$ cat config.mk
export PLATFORM = sky130hd
export DESIGN_NAME = lsu_mem_if
export DESIGN_NICKNAME = d
export VERILOG_FILES = /design/src/rtl/lsu_mem_if.sv
export SDC_FILE = /design/constraint.sdc
export NUM_CORES = 1
export LEC_CHECK = 0
export CORE_UTILIZATION = 48
export DETAILED_ROUTE_END_ITERATION = 8
export HOLD_SLACK_MARGIN = 0.05
export PLACE_DENSITY = 0.9
export SLEW_MARGIN = 40
export SYNTH_ARGS = -nofsm -noshare
export SYNTH_HDL_FRONTEND = slang
export SYNTH_SLANG_ARGS = --single-unit
$ cat constraint.sdc
create_clock -name clk -period 2.9 [get_ports clk]
set_input_delay 0.29 -clock clk [delete_from_list [all_inputs] [get_ports clk]]
set_output_delay 0.29 -clock clk [all_outputs]
set_load 0.01 [all_outputs]
$ cat src/rtl/lsu_mem_if.sv
// MEM-stage load/store unit: issues byte-enabled word transactions on a variable-latency data bus.
// Optional `MISALIGN_TRAP_EN: misaligned half/word accesses are trapped with bus_err instead of issued.
module lsu_mem_if #(
  parameter int unsigned TIMEOUT_CYCLES = 64,
  parameter int unsigned CNT_W          = 8
) (
  input  logic        clk,
  input  logic        rst_n,
  input  logic        ex_valid,
  input  logic        memwrite,
  input  logic        memtoreg,
  input  logic [2:0]  wtype,
  input  logic [31:0] addr,
  input  logic [31:0] wdata,
  output logic        stall,
  output logic [31:0] ld_data,
  output logic        ld_valid,
  output logic        bus_err,
  output logic        mem_req,
  output logic        mem_we,
  output logic [3:0]  mem_be,
  output logic [31:0] mem_addr,
  output logic [31:0] mem_wdata,
  input  logic        mem_gnt,
  input  logic        mem_rvalid,
  input  logic [31:0] mem_rdata
);

  typedef enum logic [1:0] {IDLE, REQ, WAIT, DONE} state_e;

  state_e           state_q, state_d;
  logic [31:0]      addr_q, addr_d;
  logic [31:0]      wdata_q, wdata_d;
  logic [2:0]       wtype_q, wtype_d;
  logic             isWrite_q, isWrite_d;
  logic [CNT_W-1:0] cnt_q, cnt_d;
  logic [31:0]      ldData_q, ldData_d;
  logic             ldValid_q, ldValid_d;
  logic             busErr_q, busErr_d;

  logic        startAcc;
  logic [3:0]  beMask;
  logic [31:0] wdRep;
  logic [7:0]  byteSel;
  logic [15:0] halfSel;
  logic [31:0] extData;

  // wtype[1:0] = 11 falls through to the word case, same as 00
  always_comb begin
    beMask = 4'b1111;
    wdRep  = wdata_q;
    case (wtype_q[1:0])
      2'b01: begin
        beMask = 4'b0001 << addr_q[1:0];
        wdRep  = {4{wdata_q[7:0]}};
      end
      2'b10: begin
        beMask = addr_q[1] ? 4'b1100 : 4'b0011;
        wdRep  = {2{wdata_q[15:0]}};
      end
      default: ;
    endcase
  end

  always_comb begin
    case (addr_q[1:0])
      2'b00:   byteSel = mem_rdata[7:0];
      2'b01:   byteSel = mem_rdata[15:8];
      2'b10:   byteSel = mem_rdata[23:16];
      default: byteSel = mem_rdata[31:24];
    endcase
    halfSel = addr_q[1] ? mem_rdata[31:16] : mem_rdata[15:0];
    extData = mem_rdata;
    case (wtype_q[1:0])
      2'b01:   extData = wtype_q[2] ? {24'b0, byteSel} : {{24{byteSel[7]}}, byteSel};
      2'b10:   extData = wtype_q[2] ? {16'b0, halfSel} : {{16{halfSel[15]}}, halfSel};
      default: ;
    endcase
  end

  always_comb begin
    state_d   = state_q;
    addr_d    = addr_q;
    wdata_d   = wdata_q;
    wtype_d   = wtype_q;
    isWrite_d = isWrite_q;
    cnt_d     = cnt_q;
    ldData_d  = ldData_q;
    ldValid_d = 1'b0;
    busErr_d  = 1'b0;
    startAcc  = 1'b0;
    case (state_q)
      IDLE: begin
        if (rst_n && ex_valid && (memwrite || memtoreg)) begin
          startAcc  = 1'b1;
          addr_d    = addr;
          wdata_d   = wdata;
          wtype_d   = wtype;
          isWrite_d = memwrite;
`ifdef MISALIGN_TRAP_EN
          if (((wtype[1:0] == 2'b10) && addr[0]) ||
              ((wtype[1:0] != 2'b01) && (wtype[1:0] != 2'b10) && (addr[1:0] != 2'b00))) begin
            busErr_d = 1'b1;
            ldData_d = 32'b0;
            state_d  = DONE;
          end else begin
            state_d = REQ;
          end
`else
          state_d = REQ;
`endif
        end
      end
      REQ: begin
        if (mem_gnt) begin
          cnt_d   = '0;
          state_d = WAIT;
        end
      end
      WAIT: begin
        cnt_d = cnt_q + CNT_W'(1);
        // A response arriving on the last allowed cycle still completes normally
        if (mem_rvalid) begin
          if (!isWrite_q) begin
            ldData_d  = extData;
            ldValid_d = 1'b1;
          end
          state_d = DONE;
        end else if (cnt_q == CNT_W'(TIMEOUT_CYCLES - 1)) begin
          busErr_d = 1'b1;
          ldData_d = 32'b0;
          state_d  = DONE;
        end
      end
      default: state_d = IDLE;
    endcase
  end

  always_ff @(posedge clk) begin
    if (!rst_n) begin
      state_q   <= IDLE;
      addr_q    <= '0;
      wdata_q   <= '0;
      wtype_q   <= '0;
      isWrite_q <= 1'b0;
      cnt_q     <= '0;
      ldData_q  <= '0;
      ldValid_q <= 1'b0;
      busErr_q  <= 1'b0;
    end else begin
      state_q   <= state_d;
      addr_q    <= addr_d;
      wdata_q   <= wdata_d;
      wtype_q   <= wtype_d;
      isWrite_q <= isWrite_d;
      cnt_q     <= cnt_d;
      ldData_q  <= ldData_d;
      ldValid_q <= ldValid_d;
      busErr_q  <= busErr_d;
    end
  end

  // Bus fields are only driven while the request is presented
  always_comb begin
    stall     = startAcc || (state_q == REQ) || (state_q == WAIT);
    mem_req   = (state_q == REQ);
    mem_we    = mem_req && isWrite_q;
    mem_be    = mem_req ? beMask : 4'b0;
    mem_addr  = mem_req ? {addr_q[31:2], 2'b00} : 32'b0;
    mem_wdata = mem_req ? wdRep : 32'b0;
    ld_data   = ldData_q;
    ld_valid  = ldValid_q;
    bus_err   = busErr_q;
  end

endmodule
* Word level (Yosys, flattened, before mapping)
Index checks and enable logic that the tools add are counted.
** Operators by class
- $add $sub $neg :: 1
- Equal/unequal tests :: 11
- Shift-type cells :: 1
- Muxes and demuxes :: 25
- Bitwise operators :: 2
- Reduce and logical (&&, ||, !) cells :: 16
** Operator list (count)
- $mux W32 :: 7
- $pmux W32 S2 :: 2
- $pmux W8 S3 :: 1
- $mux W16 :: 1
- $pmux W8 S2 :: 1
- $reduce_and A3 Y1 :: 3
- $add A8 B1 Y8 const B :: 1
- $eq A8 B6 Y1 const B :: 1
- $mux W2 :: 4
- $mux W4 :: 2
- $mux W8 :: 1
- $pmux W4 S2 :: 1
- $eq A2 B1 Y1 const B :: 3
- $eq A2 B2 Y1 const B :: 3
- $pmux W2 S3 :: 1
- $logic_not A2 Y1 :: 2
- $mux W1 :: 4
- $ne A2 B2 Y1 const B :: 2
- $reduce_and A2 Y1 :: 2
- $reduce_bool A2 Y1 :: 2
- $shl A1 B2 Y4 const A :: 1
- $logic_and A1 B1 Y1 :: 3
- $logic_or A1 B1 Y1 :: 3
- $ne A3 B3 Y1 const B :: 1
- 3 further kinds :: 4
** Word-level totals
- Register bits after elaboration :: 112
- Input bits :: 106
- Output and inout bits :: 105
- Word-level logic and storage cells :: 65

* Longest topological paths before layout
Gate-level depths: netlist (run 1).
- Word-level depth :: 6
- Gate-level depth with buffers :: 9

* Worst setup path after synthesis (run 1)
No wires, ideal clock.
- Path kind :: flip-flop to output port
- Start point :: reg state_q[1]
- End point :: out mem_wdata[24]
- Arrival time :: 1597 ps
- Required time :: 2610 ps
- Setup slack :: 1013 ps
- Stages on the path, launching flop included :: 7
- Buffers on the path :: 3
- Cell sequence :: dfxtp_1 > inv_1 > ha_1 > clkbuf_1 > clkbuf_1 > clkbuf_1 > o211a_1
** On the way
- Longest elaborated chain between the ends :: 2
** RTL lines
- start, declared :: RTL line 31 : state_e state_q, state_d;
- start signal, assigned :: RTL line 151 : state_q <= state_d;
- $eq A2 B1 Y1 :: RTL line 166 : mem_req = (state_q == REQ);
- named net mem_req :: RTL line 19 : output logic mem_req,
- $mux W32 :: RTL line 170 : mem_wdata = mem_req ? wdRep : 32'b0;
- end, declared :: RTL line 23 : output logic [31:0] mem_wdata,
The timed path passes the listed nets, and every way through them passes these cells.

* Final worst setup path (run 1)
- Start point :: reg wtype_q[0]
- End point :: out mem_wdata[10]
** On the way
- Longest elaborated chain between the ends :: 3
** RTL lines
- start, declared :: RTL line 34 : logic [2:0] wtype_q, wtype_d;
- start signal, assigned :: RTL line 154 : wtype_q <= wtype_d;
- $eq A2 B2 Y1 / $eq A2 B1 Y1 (equally long branches) :: RTL line 52 : case (wtype_q[1:0])
- $pmux W32 S2 (*) :: RTL line 52
- $mux W32 (*) :: RTL line 170
Every way passes the cells marked *; elsewhere a longest branch is shown, timed or not.

==> summary by stage, run 1 <==
STA
The final clock period utilization by the worst path is 94.0%. The final-report setup violation count is 0. Based on the critical path, the design can be clocked at up to 367 MHz. Final hold analysis gives a worst-case slack of 0.416 ns.

The number of pins with negative max-slew slack in the final report is 0. The headroom to the max-slew limit is 46.9%. For the pin with the worst max-slew slack, the measured transition is 0.797 ns. On the final layout, the worst clock skew is roughly 0.0068 ns. Setup repair after global routing left no endpoint under its margin. For the finished layout, the period the worst path requires is approximately 2.7 ns.

The setup TNS is 0 ns. The count of endpoints failing hold in the final timing report is 0.

GRT
The number of antenna violations at the first check in global routing is 1. The overall routing resource usage is between 20% and 30%. The pin count of the biggest net entering global routing is between 100 and 150.

After global routing the overflow that remains totals 0. The number of global-route vias before repair is between 5,000 and 6,000. The first global-routing pass estimated 26,600 microns of wire.

Die
The die extent in x is 108 microns. The die height is around 110 microns. The region available for standard cell placement spans 10,900 sq um.

211 I/O pins were placed. The overall die area is 11,700 sq um. The initial core utilization is approximately half. The row count is 38.

Synthesis
For this run, asynchronously set or reset flops after synthesis account for 0%. In the synthesized netlist, the cells that appear most often are 144 x sky130_fd_sc_hd__nand2_1, 112 x sky130_fd_sc_hd__dfxtp_1, 79 x sky130_fd_sc_hd__o21ai_0, 41 x sky130_fd_sc_hd__and2_1, 39 x sky130_fd_sc_hd__clkbuf_1. Of all cell types, the one taking the most synthesized area is sky130_fd_sc_hd__dfxtp_1. In this run the mean area of a mapped cell was 8.22 sq um. For this run, the number of Yosys warnings is 0.

Ranked by total cell area, the synthesized netlist is headed by sky130_fd_sc_hd__dfxtp_1 41%, sky130_fd_sc_hd__nand2_1 10%, sky130_fd_sc_hd__o21ai_0 7.3%. The most used flip-flop cell after synthesis is sky130_fd_sc_hd__dfxtp_1. The count of flip-flops with a built-in enable after synthesis is 0. Summing the sequential cell areas from Yosys gives 41.4% of the chip area. The netlist uses 49 different library cells. The cell with the most instances after synthesis is sky130_fd_sc_hd__nand2_1. In this run, synthesis produced a sequential element count of 112. The area share of the largest cell type after synthesis is between 40% and 50%. Synthesis produced a netlist whose cell count is 659.

The synthesized area is 5420 sq um.

Clocking
The clock tree root buffer cell is sky130_fd_sc_hd__clkbuf_16. The number of setup buffers added after CTS is 0. The clock slew seen by the registers of the worst setup and hold paths is around 0.070 ns.

Buffers inserted to repair hold after CTS numbered 0. The buffer depth of the longest clock path is 2. Buffers inserted during clock tree synthesis total 9. The TritonCTS clock tree is done.

The later pin in the worst-skew pair is clocked with a latency of 0.34 ns. The depth of the CTS H-tree is 3. The clock drives approximately 110 sinks.

Worst setup path
The endpoint required time on the critical path is 2.61 ns. The critical setup path kind is reg -> out. The endpoint identified for the worst register-to-register timing path is ld_data[21]. The slack of the worst reg-to-reg path is around 0.63 ns. STA puts the critical path data arrival time at 2.44 ns. Along the worst path, the maximum fanout reaches 18. The startpoint identified for the worst register-to-register timing path is wtype_q[1]. STA classifies the critical path endpoint as an output port.

The startpoint kind of the worst setup timing path is a flop. The worst reg-to-reg path cell count is 7.

Power
In this run the power density over the cells is 611 nW/um^2. The maximum resistive drop on vdd is 0.317 mV. The leakage power figure is 2.91 nW.

Final layout
The number of fill cells in the layout is 838. Of the cells placed in the final design, the portion with a size suffix greater than 1 is 5.60%. The number of nets in the layout is 948. The area occupied by registers is 2240 sq um. In the final layout, the multi-input gates occupy 2920 sq um.

Summing all non-filler instances in the final layout gives an area of 7880 sq um. The area growth from synthesis to layout is 45.4%. The utilization after layout is 72.0%. The repair_antennas step left the layout with diodes totalling 0.

Detailed routing
The first TritonRoute pass finished after 5 iterations. The total wirelength of the detailed-routed design is roughly 17,000 microns. The final antenna-violating net count is 0. Dividing the detail-routed wire length by the instance count gives 17.6 microns. The DRC violations left is 0. In this run, the number of DRC markers left after iteration 0 of detailed routing was ~340.

The detailed router placed approximately 5,600 vias in this run. The post-detailed-route via-to-cell ratio is 5.68.

Status
The run finished with clean final reports.

Worst hold path
The path with the worst hold slack has its endpoint at wdata_q[14]. Counting instances, the worst hold path has a depth of 3. The worst hold path begins at rst_n. The path category of the worst min-delay check is in -> reg.

Placement
The total of buffers placed on input and output ports is approximately 210. The post-detailed-placement half-perimeter wirelength is 12,500 microns. The routability congestion estimate from global placement is ~0.86.

The instance area at placement is 7540 sq um.

Job
The number of maximum-capacitance constraint violations is 0.
==> worst max-delay path, cell delays in order (launching register included) <==
cell and delay (ns):
sky130_fd_sc_hd__dfxtp_1 0.34, sky130_fd_sc_hd__inv_1 0.09, sky130_fd_sc_hd__ha_4 0.28, sky130_fd_sc_hd__buf_4 0.23
sky130_fd_sc_hd__inv_1 0.09, sky130_fd_sc_hd__nand2_2 0.22, sky130_fd_sc_hd__a22oi_1 0.14, sky130_fd_sc_hd__nor2b_1 0.13
sky130_fd_sc_hd__clkdlybuf4s50_1 0.59
==> timing repair <==
action                                  CTS  global route
endpoints found under the setup margin    0            14
hold endpoints to repair                  0             0
resized for setup                         0             4
==> power by group <==
part	switching, mW	internal (mW)	total, mW
logic	0.866	0.783	1.65
clock network	0.563	0.720	1.28
registers	0.157	1.73	1.88
total	1.59	3.23	4.82
==> sequential cells by signal, summed over array words and instances (netlist names) <==
signal and cells:
isWrite_q 1, cnt_q 8, ld_valid 1, wtype_q 3, ld_data 32, bus_err 1, addr_q 32, state_q 2
wdata_q 32
==> cells in the final DEF, fill, tap and decap left out, types with 4 or more instances in the layout <==
master                            Yosys  routed
sky130_fd_sc_hd__nand2_1            144     143
sky130_fd_sc_hd__o211a_1              8       8
sky130_fd_sc_hd__clkdlybuf4s50_1      0     207
sky130_fd_sc_hd__inv_1               12      12
sky130_fd_sc_hd__mux2i_1              8       8
sky130_fd_sc_hd__nor2b_1             21      21
sky130_fd_sc_hd__buf_4                3      10
sky130_fd_sc_hd__a221o_1             25      25
sky130_fd_sc_hd__o211ai_1             4       4
sky130_fd_sc_hd__a22oi_1              9       9
sky130_fd_sc_hd__o21ai_0             79      79
sky130_fd_sc_hd__dfxtp_1            112     112
sky130_fd_sc_hd__ha_1                 7       4
sky130_fd_sc_hd__clkbuf_16            0       9
sky130_fd_sc_hd__and2_1              41      41
sky130_fd_sc_hd__nand2b_1            15      15
sky130_fd_sc_hd__mux2_2               8       8
sky130_fd_sc_hd__a32o_1              15      15
sky130_fd_sc_hd__nor3b_1              9       9
sky130_fd_sc_hd__a21oi_1             24      24
sky130_fd_sc_hd__a211o_1              6       6
sky130_fd_sc_hd__nor2_1              14      12
==> through the flow <==
step | total power, mW | std cells | setup WS (ns)
2_1_floorplan | 2.79 | 660 | 1.01
3_3_place_gp | 3.47 | 963 | 0.492
3_5_place_dp | 3.53 | 963 | 0.407
4_1_cts | 4.81 | 979 | 0.0468
5_1_grt | 5.06 | 980 | 0.0230
6_report | 4.82 | 980 | 0.175
==> layer usage <==
metal | share of wire [%] | vias to the layer above | track usage, %
met5 | 0.081 | - | 0
met4 | 2.6 | 2 | 12.1
met3 | 10 | 32 | 8.56
met2 | 49 | 280 | 51.5
met1 | 38 | 2617 | 32.9
li1 | - | 2637 | -
==> worst max path at each step <==
stage | start | end | slack, ns | cells after the start
after floorplan | state_q[1] | mem_wdata[24] | 1.01 | 6
after global placement | wtype_q[0] | mem_wdata[10] | 0.49 | 8
after detailed placement | wtype_q[0] | mem_wdata[10] | 0.41 | 8
after CTS | wtype_q[0] | mem_wdata[10] | 0.05 | 8
after global routing | wtype_q[1] | mem_wdata[10] | 0.02 | 8
final | wtype_q[0] | mem_wdata[10] | 0.17 | 8
==> cells by family (layout without fill, tap and decap cells) <==
| logic type | Yosys count | count (layout) | synth area share (%) |
|---|---|---|---|
| compound gates | 189 | 189 | 24.5 |
| other cells | 1 | 2 | 0.0692 |
| flops | 112 | 112 | 41.4 |
| fa+ha+maj | 7 | 7 | 1.62 |
| mux | 17 | 17 | 3.42 |
| buf+inv | 69 | 249 | 5.38 |
| xor+xnor | 5 | 5 | 0.808 |
| simple gates | 259 | 259 | 22.8 |
==> area by class of cell <==
type | instances | share of cell area, %
sequential | 112 | 28.5
clock inverter | 4 | 0.667
clock buffer | 12 | 3.26
tap | 140 | 2.22
timing repair buffer | 220 | 27.7
multi-input combinational | 479 | 37.1
inverter | 13 | 0.619
Power figures use the tool's default switching activity.
==> run 2: changes to the inputs <==
--- a/config.mk
+++ b/config.mk
@@ -5,10 +5,11 @@
 export SDC_FILE = /design/constraint.sdc
 export NUM_CORES = 1
 export LEC_CHECK = 0
-export CORE_UTILIZATION = 48
+export CORE_UTILIZATION = 56
 export DETAILED_ROUTE_END_ITERATION = 8
+export DONT_BUFFER_PORTS = 1
 export HOLD_SLACK_MARGIN = 0.05
-export PLACE_DENSITY = 0.9
+export PLACE_DENSITY = 0.8
 export SLEW_MARGIN = 40
 export SYNTH_ARGS = -nofsm -noshare
 export SYNTH_HDL_FRONTEND = slang
==> summary by stage, run 2 (synthesis results as in run 1) <==
Power
The switching power summed over all nets is 1.52 mW (was 1.59 mW). The register share of total power is 46.7% (was 39.1%). The clock network fraction of total power is 22.4% (was 26.7%). The total power density per cell area is 623 nW/um^2 (was 611 nW/um^2). The fraction of power spent switching nets was 37.2% (was 32.9%). The share of total power in combinational logic is 30.9% (was 34.3%). The maximum resistive drop on vdd is 0.401 mV (was 0.317 mV).

The cell-internal power came to 2.56 mW (was 3.23 mW). The leakage power figure came to 2.49 nW (was 2.91 nW).

Clocking
The number of resized instances in the post-cts repair step is 0 (unchanged). The CTS buffer count was 9 (unchanged). The clock slew seen by the registers of the worst setup and hold paths was 0.11 ns (was 0.07 ns). The hold-fix buffer count after cts is 89 (was 0). The clock latency on the worst-skew pair is 0.37 ns (was 0.34 ns). The TritonCTS clock tree is done (unchanged). The clock tree root buffer cell is sky130_fd_sc_hd__clkbuf_8 (was sky130_fd_sc_hd__clkbuf_16). The depth of the CTS H-tree came to 3 (unchanged).

The number of sinks on the clock net is 112 (unchanged). The buffer depth of the longest clock path was 2 (unchanged). The number of setup buffers added after CTS is 0 (unchanged).

STA
The post-route clock skew is 0.0114 ns (was 0.00682 ns). The headroom to the max-slew limit is 55.9% (was 46.9%). The slew at the pin closest to its max-slew limit is 0.660 ns (was 0.797 ns). The final clock period utilization by the worst path is 93.8% (was 94.0%).

The achievable clock frequency is 368 MHz (was 367 MHz). The number of pins with negative max-slew slack in the final report is 0 (unchanged). RSZ-0062 raised after global routing: no (unchanged).

The time the final worst path needs with I/O delays and setup is 2.72 ns (was 2.73 ns). The setup TNS is 0 ns (unchanged). The count of endpoints failing hold in the final timing report was 0 (unchanged).

The final-report setup violation count is 0 (unchanged). The worst-case setup margin in the final layout was 0.180 ns (was 0.175 ns).

Final layout
The final standard cell area without fillers is 6540 sq um (was 7880 sq um). The commonest non-fill, non-tap cell in the layout is sky130_fd_sc_hd__nand2_1 (was sky130_fd_sc_hd__clkdlybuf4s50_1). The area growth from synthesis to layout was 20.7% (was 45.4%). The number of fill cells in the layout is 726 (was 838). The utilization after layout is 70.1% (was 72.0%). The fraction of layout cells with a size suffix above 1 is 5.68% (was 5.60%). Top library cells by usage in the layout, fill and taps aside: 144 x sky130_fd_sc_hd__nand2_1, 112 x sky130_fd_sc_hd__dfxtp_1, 92 x sky130_fd_sc_hd__dlygate4sd3_1 (was 207 x sky130_fd_sc_hd__clkdlybuf4s50_1, 143 x sky130_fd_sc_hd__nand2_1, 112 x sky130_fd_sc_hd__dfxtp_1). The area occupied by registers came to 2240 sq um (unchanged).

The number of nets in the layout is 830 (was 948). The total area of multi-input combinational cells is 2900 sq um (was 2920 sq um).

GRT
The pin count of the biggest net entering global routing is 77 (was 137). The number of global-route vias before repair is 4,737 (was 5,306). The met3 track demand over resource in global routing is 8.84% (was 8.56%). The overall routing resource usage was 30.5% (was 29.3%). The wire length of the first global-routing pass is 24,100 microns (was 26,600 microns). The routing usage on met2 is 49.5% (was 51.5%).

The residual overflow from global routing was 0 (unchanged). The number of antenna violations at the first check in global routing is 1 (unchanged). The met1 track utilization from global routing is 38.3% (was 32.9%). The layer with the highest usage is met2 (unchanged).

Worst setup path
The critical setup path kind is reg -> out (unchanged). The worst reg-to-reg path cell count is 7 (unchanged). The worst endpoint data arrival time was 2.43 ns (was 2.44 ns).

The endpoint type of the worst setup path is an output port (unchanged). The maximum net fanout on the critical path is 22 (was 18). The endpoint required time on the critical path is 2.61 ns (about the same). The startpoint kind of the worst setup timing path is a flop (unchanged).

Detailed routing
The total wirelength of the detailed-routed design came to 15,800 microns (was 17,200 microns). The DRC violations left is 0 (unchanged). The first-iteration detailed-routing DRC count is 271 (was 335). The final antenna-violating net count is 0 (unchanged). The detailed-router iteration count before antenna repair was 5 (unchanged). The post-detailed-route via-to-cell ratio is 5.97 (was 5.68). The via count was 5,089 (was 5,568).

The wire length per cell after detailed routing is 18.5 microns (was 17.6 microns).

Placement
The total of buffers placed on input and output ports is 0 (was 208). The post-detailed-placement half-perimeter wirelength came to 10,000 microns (was 12,500 microns). The instance area at placement is 5420 sq um (was 7540 sq um). The routability congestion estimate from global placement is 0.911 (was 0.855). The worst slack at placement is 0.640 ns (was 0.407 ns).

Status
Result of the run: finished clean (unchanged).

Job
The number of maximum-capacitance constraint violations came to 0 (unchanged).

Die
The area of the core is 9330 sq um (was 10,900 sq um). The row count is 35 (was 38). The initial core utilization is 58.1% (was 49.5%). The die height is 100 microns (was 108 microns).

The die extent in x came to 100 microns (was 108 microns). The overall die area came to 10,100 sq um (was 11,700 sq um). The I/O pin count is 211 (unchanged).

Worst hold path
The path category of the worst min-delay check was in -> reg (unchanged). The number of cells traversed by the worst hold path is 2 (was 3).
-- run 2: cell count changes in the layout (fill, tap and decap cells not counted), sizes merged --
| cell | change |
|---|---|
| diode | +1 |
| inv | +5 |
| clkinv | -2 |
| clkdlybuf4s50 | -207 |
| clkbuf | -2 |
| dlygate4sd3 | +92 |
| bufinv | -1 |
| buf | -3 |
-- run 2: power by group through the flow --
stage          clock (mW)  combinational [mW]  sequential, mW
2_1_floorplan           0               0.935            1.86
3_3_place_gp            0                1.07            1.92
3_5_place_dp            0                1.11            1.92
4_1_cts             0.926                1.23            1.89
5_1_grt              1.00                1.38            1.92
6_report            0.911                1.26            1.90
-- run 2: routing by layer --
layer / share of wire [%] / vias to the layer above
li1: - / 2402
met1: 41 / 2360
met2: 47 / 282
met3: 9.6 / 45
met4: 2.8 / 0
met5: 0 / -
-- run 2: stage by stage --
stage	hold slack (ns)	instances	power (mW)
after detailed placement	0.388	742	3.03
final	0.0714	852	4.07
after CTS	0.0504	847	4.05
after global routing	0.0545	852	4.31
after floorplan	0.367	660	2.79
after global placement	0.389	742	2.99
-- run 2: layout make-up --
| type | count | share of cell area (%) |
|---|---|---|
| Multi-Input combinational cell | 479 | 44.4 |
| Sequential cell | 112 | 34.3 |
| Timing Repair Buffer | 102 | 15.2 |
| Tap cell | 129 | 2.47 |
| Clock buffer | 10 | 1.95 |
| Clock inverter | 6 | 0.880 |
| Inverter | 13 | 0.746 |
| Antenna cell | 1 | 0.0383 |
-- run 2: worst paths after layout --
| path | from | to | slack [ns] |
|---|---|---|---|
| worst max register to register | state_q[0] | addr_q[13] | 0.67 |
| worst max-delay path | wtype_q[0] | mem_wdata[9] | 0.18 |
| worst min register to register | addr_q[6] | addr_q[6] | 0.46 |
| worst min-delay path | wdata[23] | wdata_q[23] | 0.07 |
-- run 2: worst max-delay path, stage by stage (launching register included) --
cell                       delay (ns)
sky130_fd_sc_hd__dfxtp_1         0.33
sky130_fd_sc_hd__inv_1           0.08
sky130_fd_sc_hd__ha_2            0.43
sky130_fd_sc_hd__clkinv_1        0.36
sky130_fd_sc_hd__nand2_1         0.35
sky130_fd_sc_hd__a22oi_1         0.16
sky130_fd_sc_hd__nor2b_1         0.36
==> run 3: changes to the inputs <==
--- a/config.mk
+++ b/config.mk
@@ -9,7 +9,8 @@
 export DETAILED_ROUTE_END_ITERATION = 8
 export DONT_BUFFER_PORTS = 1
 export HOLD_SLACK_MARGIN = 0.05
-export PLACE_DENSITY = 0.8
+export PLACE_DENSITY = 0.83
+export REMOVE_ABC_BUFFERS = 1
 export SLEW_MARGIN = 40
 export SYNTH_ARGS = -nofsm -noshare
 export SYNTH_HDL_FRONTEND = slang
==> constraint.sdc (replaced) <==
create_clock -name clk -period 2.2 [get_ports clk]
set_input_delay 0.22 -clock clk [delete_from_list [all_inputs] [get_ports clk]]
set_output_delay 0.22 -clock clk [all_outputs]
set_load 0.01 [all_outputs]
==> summary by stage, run 3 (synthesis results as in run 1) <==
Status
Result of the run: complete, but fails checks (was finished clean). The final reports fail on negative setup slack.

Clocking
The clock slew seen by the registers of the worst setup and hold paths was 0.10 ns (was 0.11 ns). The TritonCTS clock tree is done (unchanged). The clock tree root buffer cell is sky130_fd_sc_hd__clkbuf_8 (unchanged). The CTS buffer count came to 9 (unchanged). The clock latency on the worst-skew pair was 0.37 ns (about the same). The number of sinks on the clock net is 112 (unchanged). The depth of the CTS H-tree is 3 (unchanged). The buffer depth of the longest clock path was 2 (unchanged).

Final layout
The number of fill cells in the layout is 561 (was 726). The area growth from synthesis to layout was 36.9% (was 20.7%). The final non-filler cell total was 925 (was 852). The number of nets in the layout came to 905 (was 830). The total area of multi-input combinational cells is 2950 sq um (was 2900 sq um). The commonest non-fill, non-tap cell in the layout is sky130_fd_sc_hd__dlygate4sd3_1 (was sky130_fd_sc_hd__nand2_1). The number of antenna cells inserted was 0 (was 1). The fraction of layout cells with a size suffix above 1 is 8.79% (was 5.68%). The area occupied by registers was 2240 sq um (about the same).

Top library cells by usage in the layout, fill and taps aside: 149 x sky130_fd_sc_hd__dlygate4sd3_1, 143 x sky130_fd_sc_hd__nand2_1, 110 x sky130_fd_sc_hd__dfxtp_1 (was 144 x sky130_fd_sc_hd__nand2_1, 112 x sky130_fd_sc_hd__dfxtp_1, 92 x sky130_fd_sc_hd__dlygate4sd3_1).

Worst setup path
The capture instance of the worst register-to-register path is wdata_q[24] (was addr_q[13]). The worst reg-to-reg path cell count is 9 (was 7). The critical setup path kind is reg -> out (unchanged). The delay of the slowest cell on the worst path is 0.37 ns (was 0.43 ns). The critical path depth is 7 (was 6). The number of buffer and inverter instances along the worst setup path was 2 (unchanged). The cell with the largest stage delay on the worst path is sky130_fd_sc_hd__nor2b_1 (was sky130_fd_sc_hd__ha_2). The launch point of the critical path is wtype_q[1] (was wtype_q[0]).

The endpoint required time on the critical path came to 1.98 ns (was 2.61 ns). The slack of the worst reg-to-reg path is 0.05 ns (was 0.67 ns). Cells traversed along the worst timing path: inv_1, ha_2, buf_6, nor2_4, nor3b_1, a21oi_1, nor2b_1 (was inv_1, ha_2, clkinv_1, nand2_1, a22oi_1, nor2b_1). The worst endpoint data arrival time is 2.03 ns (was 2.43 ns). The worst flop-to-flop path startpoint is state_q[1] (was state_q[0]). The startpoint kind of the worst setup timing path is a flop (unchanged).

The largest delay contributor family on the critical path is simple AND/OR/NAND/NOR gates (unchanged). The maximum net fanout on the critical path is 10 (was 22). The capturing instance or port of the critical path is mem_wdata[23] (was mem_wdata[9]). The endpoint type of the worst setup path is an output port (unchanged).

Detailed routing
The via count is 5,862 (was 5,089). The DRC violations left was 0 (unchanged). The final antenna-violating net count is 0 (unchanged).

The first-iteration detailed-routing DRC count is 454 (was 271). The post-detailed-route via-to-cell ratio was 6.34 (was 5.97). The detailed-router iteration count before antenna repair is 5 (unchanged). The wire length per cell after detailed routing is 21.9 microns (was 18.5 microns). The total wirelength of the detailed-routed design is 20,300 microns (was 15,800 microns).

Worst hold path
The start point of the worst min-delay path is rst_n (was wdata[23]). The path category of the worst min-delay check is in -> reg (unchanged).

STA
The slew at the pin closest to its max-slew limit is 0.748 ns (was 0.660 ns). The final-report setup violation count is 1 (was 0). The count of endpoints failing hold in the final timing report is 0 (unchanged).

The post-route clock skew is 0.00869 ns (was 0.0114 ns). RSZ-0062 raised after global routing: yes (was no). Derived from the worst setup path, the maximum achievable clock frequency is between 400 and 500 MHz. The final clock period utilization by the worst path is 102%. The number of pins with negative max-slew slack in the final report is 0 (unchanged). The worst-case setup margin in the final layout is -0.0550 ns (was 0.180 ns). The headroom to the max-slew limit was 50.1% (was 55.9%). Counting I/O delays and the setup requirement, the final critical path takes around 2.3 ns.

The setup TNS was -0.0550 ns (was 0 ns).

GRT
The overall routing resource usage came to 36.8% (was 30.5%). The number of antenna violations at the first check in global routing is 0 (was 1). The number of global-route vias before repair was 5,846 (was 4,737). The wire length of the first global-routing pass was 28,800 microns (was 24,100 microns). The pin count of the biggest net entering global routing is 88 (was 77). The residual overflow from global routing is 0 (unchanged).

Die
The area of the core is 9330 sq um (unchanged). The I/O pin count is 211 (unchanged). The row count is 35 (unchanged).

The overall die area came to 10,100 sq um (unchanged). The die extent in x is 100 microns (unchanged). The die height is 100 microns (unchanged). The initial core utilization is 58.1% (unchanged).

Power
The leakage power figure is 2.97 nW (was 2.49 nW). The cell-internal power is 3.85 mW (was 2.56 mW). The register share of total power is 41.4% (was 46.7%). The maximum resistive drop on vdd is 0.494 mV (was 0.401 mV). The switching power summed over all nets is 2.20 mW (was 1.52 mW). The fraction of power spent switching nets is 36.4% (was 37.2%).

The share of total power in combinational logic is 37.1% (was 30.9%). The total power density per cell area is 816 nW/um^2 (was 623 nW/um^2). The clock network fraction of total power is 21.4% (was 22.4%).

Placement
The routability congestion estimate from global placement is 0.827 (was 0.911). The post-detailed-placement half-perimeter wirelength is 10,100 microns (was 10,000 microns). The number of placed cells counting well taps is 756 (was 742). The total of buffers placed on input and output ports is 0 (unchanged).

Job
The number of maximum-capacitance constraint violations is 0 (unchanged).
==> run 3: cell count changes in the layout (fill, tap and decap cells not counted), moves of 2 or more <==
cell                            before  now
sky130_fd_sc_hd__o21ai_0            79   77
sky130_fd_sc_hd__dfxtp_1           112  110
sky130_fd_sc_hd__dfxtp_2             0    2
sky130_fd_sc_hd__buf_6               0    2
sky130_fd_sc_hd__nor2b_1            21   17
sky130_fd_sc_hd__o21ai_1             0    2
sky130_fd_sc_hd__buf_12              0    4
sky130_fd_sc_hd__nor2b_2             0    4
sky130_fd_sc_hd__buf_4              10   19
sky130_fd_sc_hd__clkbuf_16           0    3
sky130_fd_sc_hd__dlygate4sd3_1      92  149
sky130_fd_sc_hd__inv_6               3    0
==> run 3: layer usage <==
layer / track usage (%) / vias to the layer above / wire length [microns]
met2: 64.4 / 472 / 9750
met5: 0 / - / 0
met4: 20.2 / 0 / 1120
met3: 11.1 / 116 / 2280
met1: 39.7 / 2723 / 7130
li1: - / 2551 / -
==> run 3: cell type report <==
| type | instances | share of cell area (%) |
|---|---|---|
| well taps | 129 | 2.18 |
| flip-flops and latches | 112 | 30.3 |
| inverters | 13 | 0.658 |
| clock inverters | 5 | 0.894 |
| clock buffers | 10 | 1.86 |
| multi-input cells | 479 | 39.7 |
| repair buffers | 177 | 24.4 |
==> run 3: power groups by stage <==
stage | combinational, mW | clock [mW] | sequential (mW)
finish | 2.25 | 1.30 | 2.51
global route | 2.39 | 1.39 | 2.52
CTS | 1.99 | 1.29 | 2.47
detailed placement | 1.61 | 0 | 2.52
global placement | 1.54 | 0 | 2.51
floorplan | 1.13 | 0 | 2.47
==> run 3: stage by stage <==
stage	instance area, sq um	total power, mW	hold WS, ns	utilization, %	setup slack, ns
after floorplan	5180	3.60	0.297	-	-2.64
after global placement	5550	4.05	0.319	59.5	0.248
after detailed placement	5550	4.13	0.323	59.5	0.0640
after CTS	7260	5.75	0.0900	77.8	0.0140
after global routing	7420	6.31	0.0975	79.5	-0.104
final	7420	6.05	0.0994	79.5	-0.0550
==> run 3: worst min-delay path by stage <==
| stage | end | depth (start not counted) | slack (ns) |
|---|---|---|---|
| floorplan | bus_err | 1 | 0.30 |
| global placement | bus_err | 1 | 0.32 |
| detailed placement | bus_err | 1 | 0.32 |
| CTS | cnt_q[0] | 2 | 0.09 |
| global route | ld_data[3] | 2 | 0.1 |
| finish | cnt_q[0] | 2 | 0.1 |
==> run 3: timing repair <==
item,CTS,global route
setup endpoints to repair,16,62
hold endpoints to repair,88,0
resized for setup,4,18
cloned,0,3
hold buffers,149,0
setup buffers,0,1
pin swaps,0,3
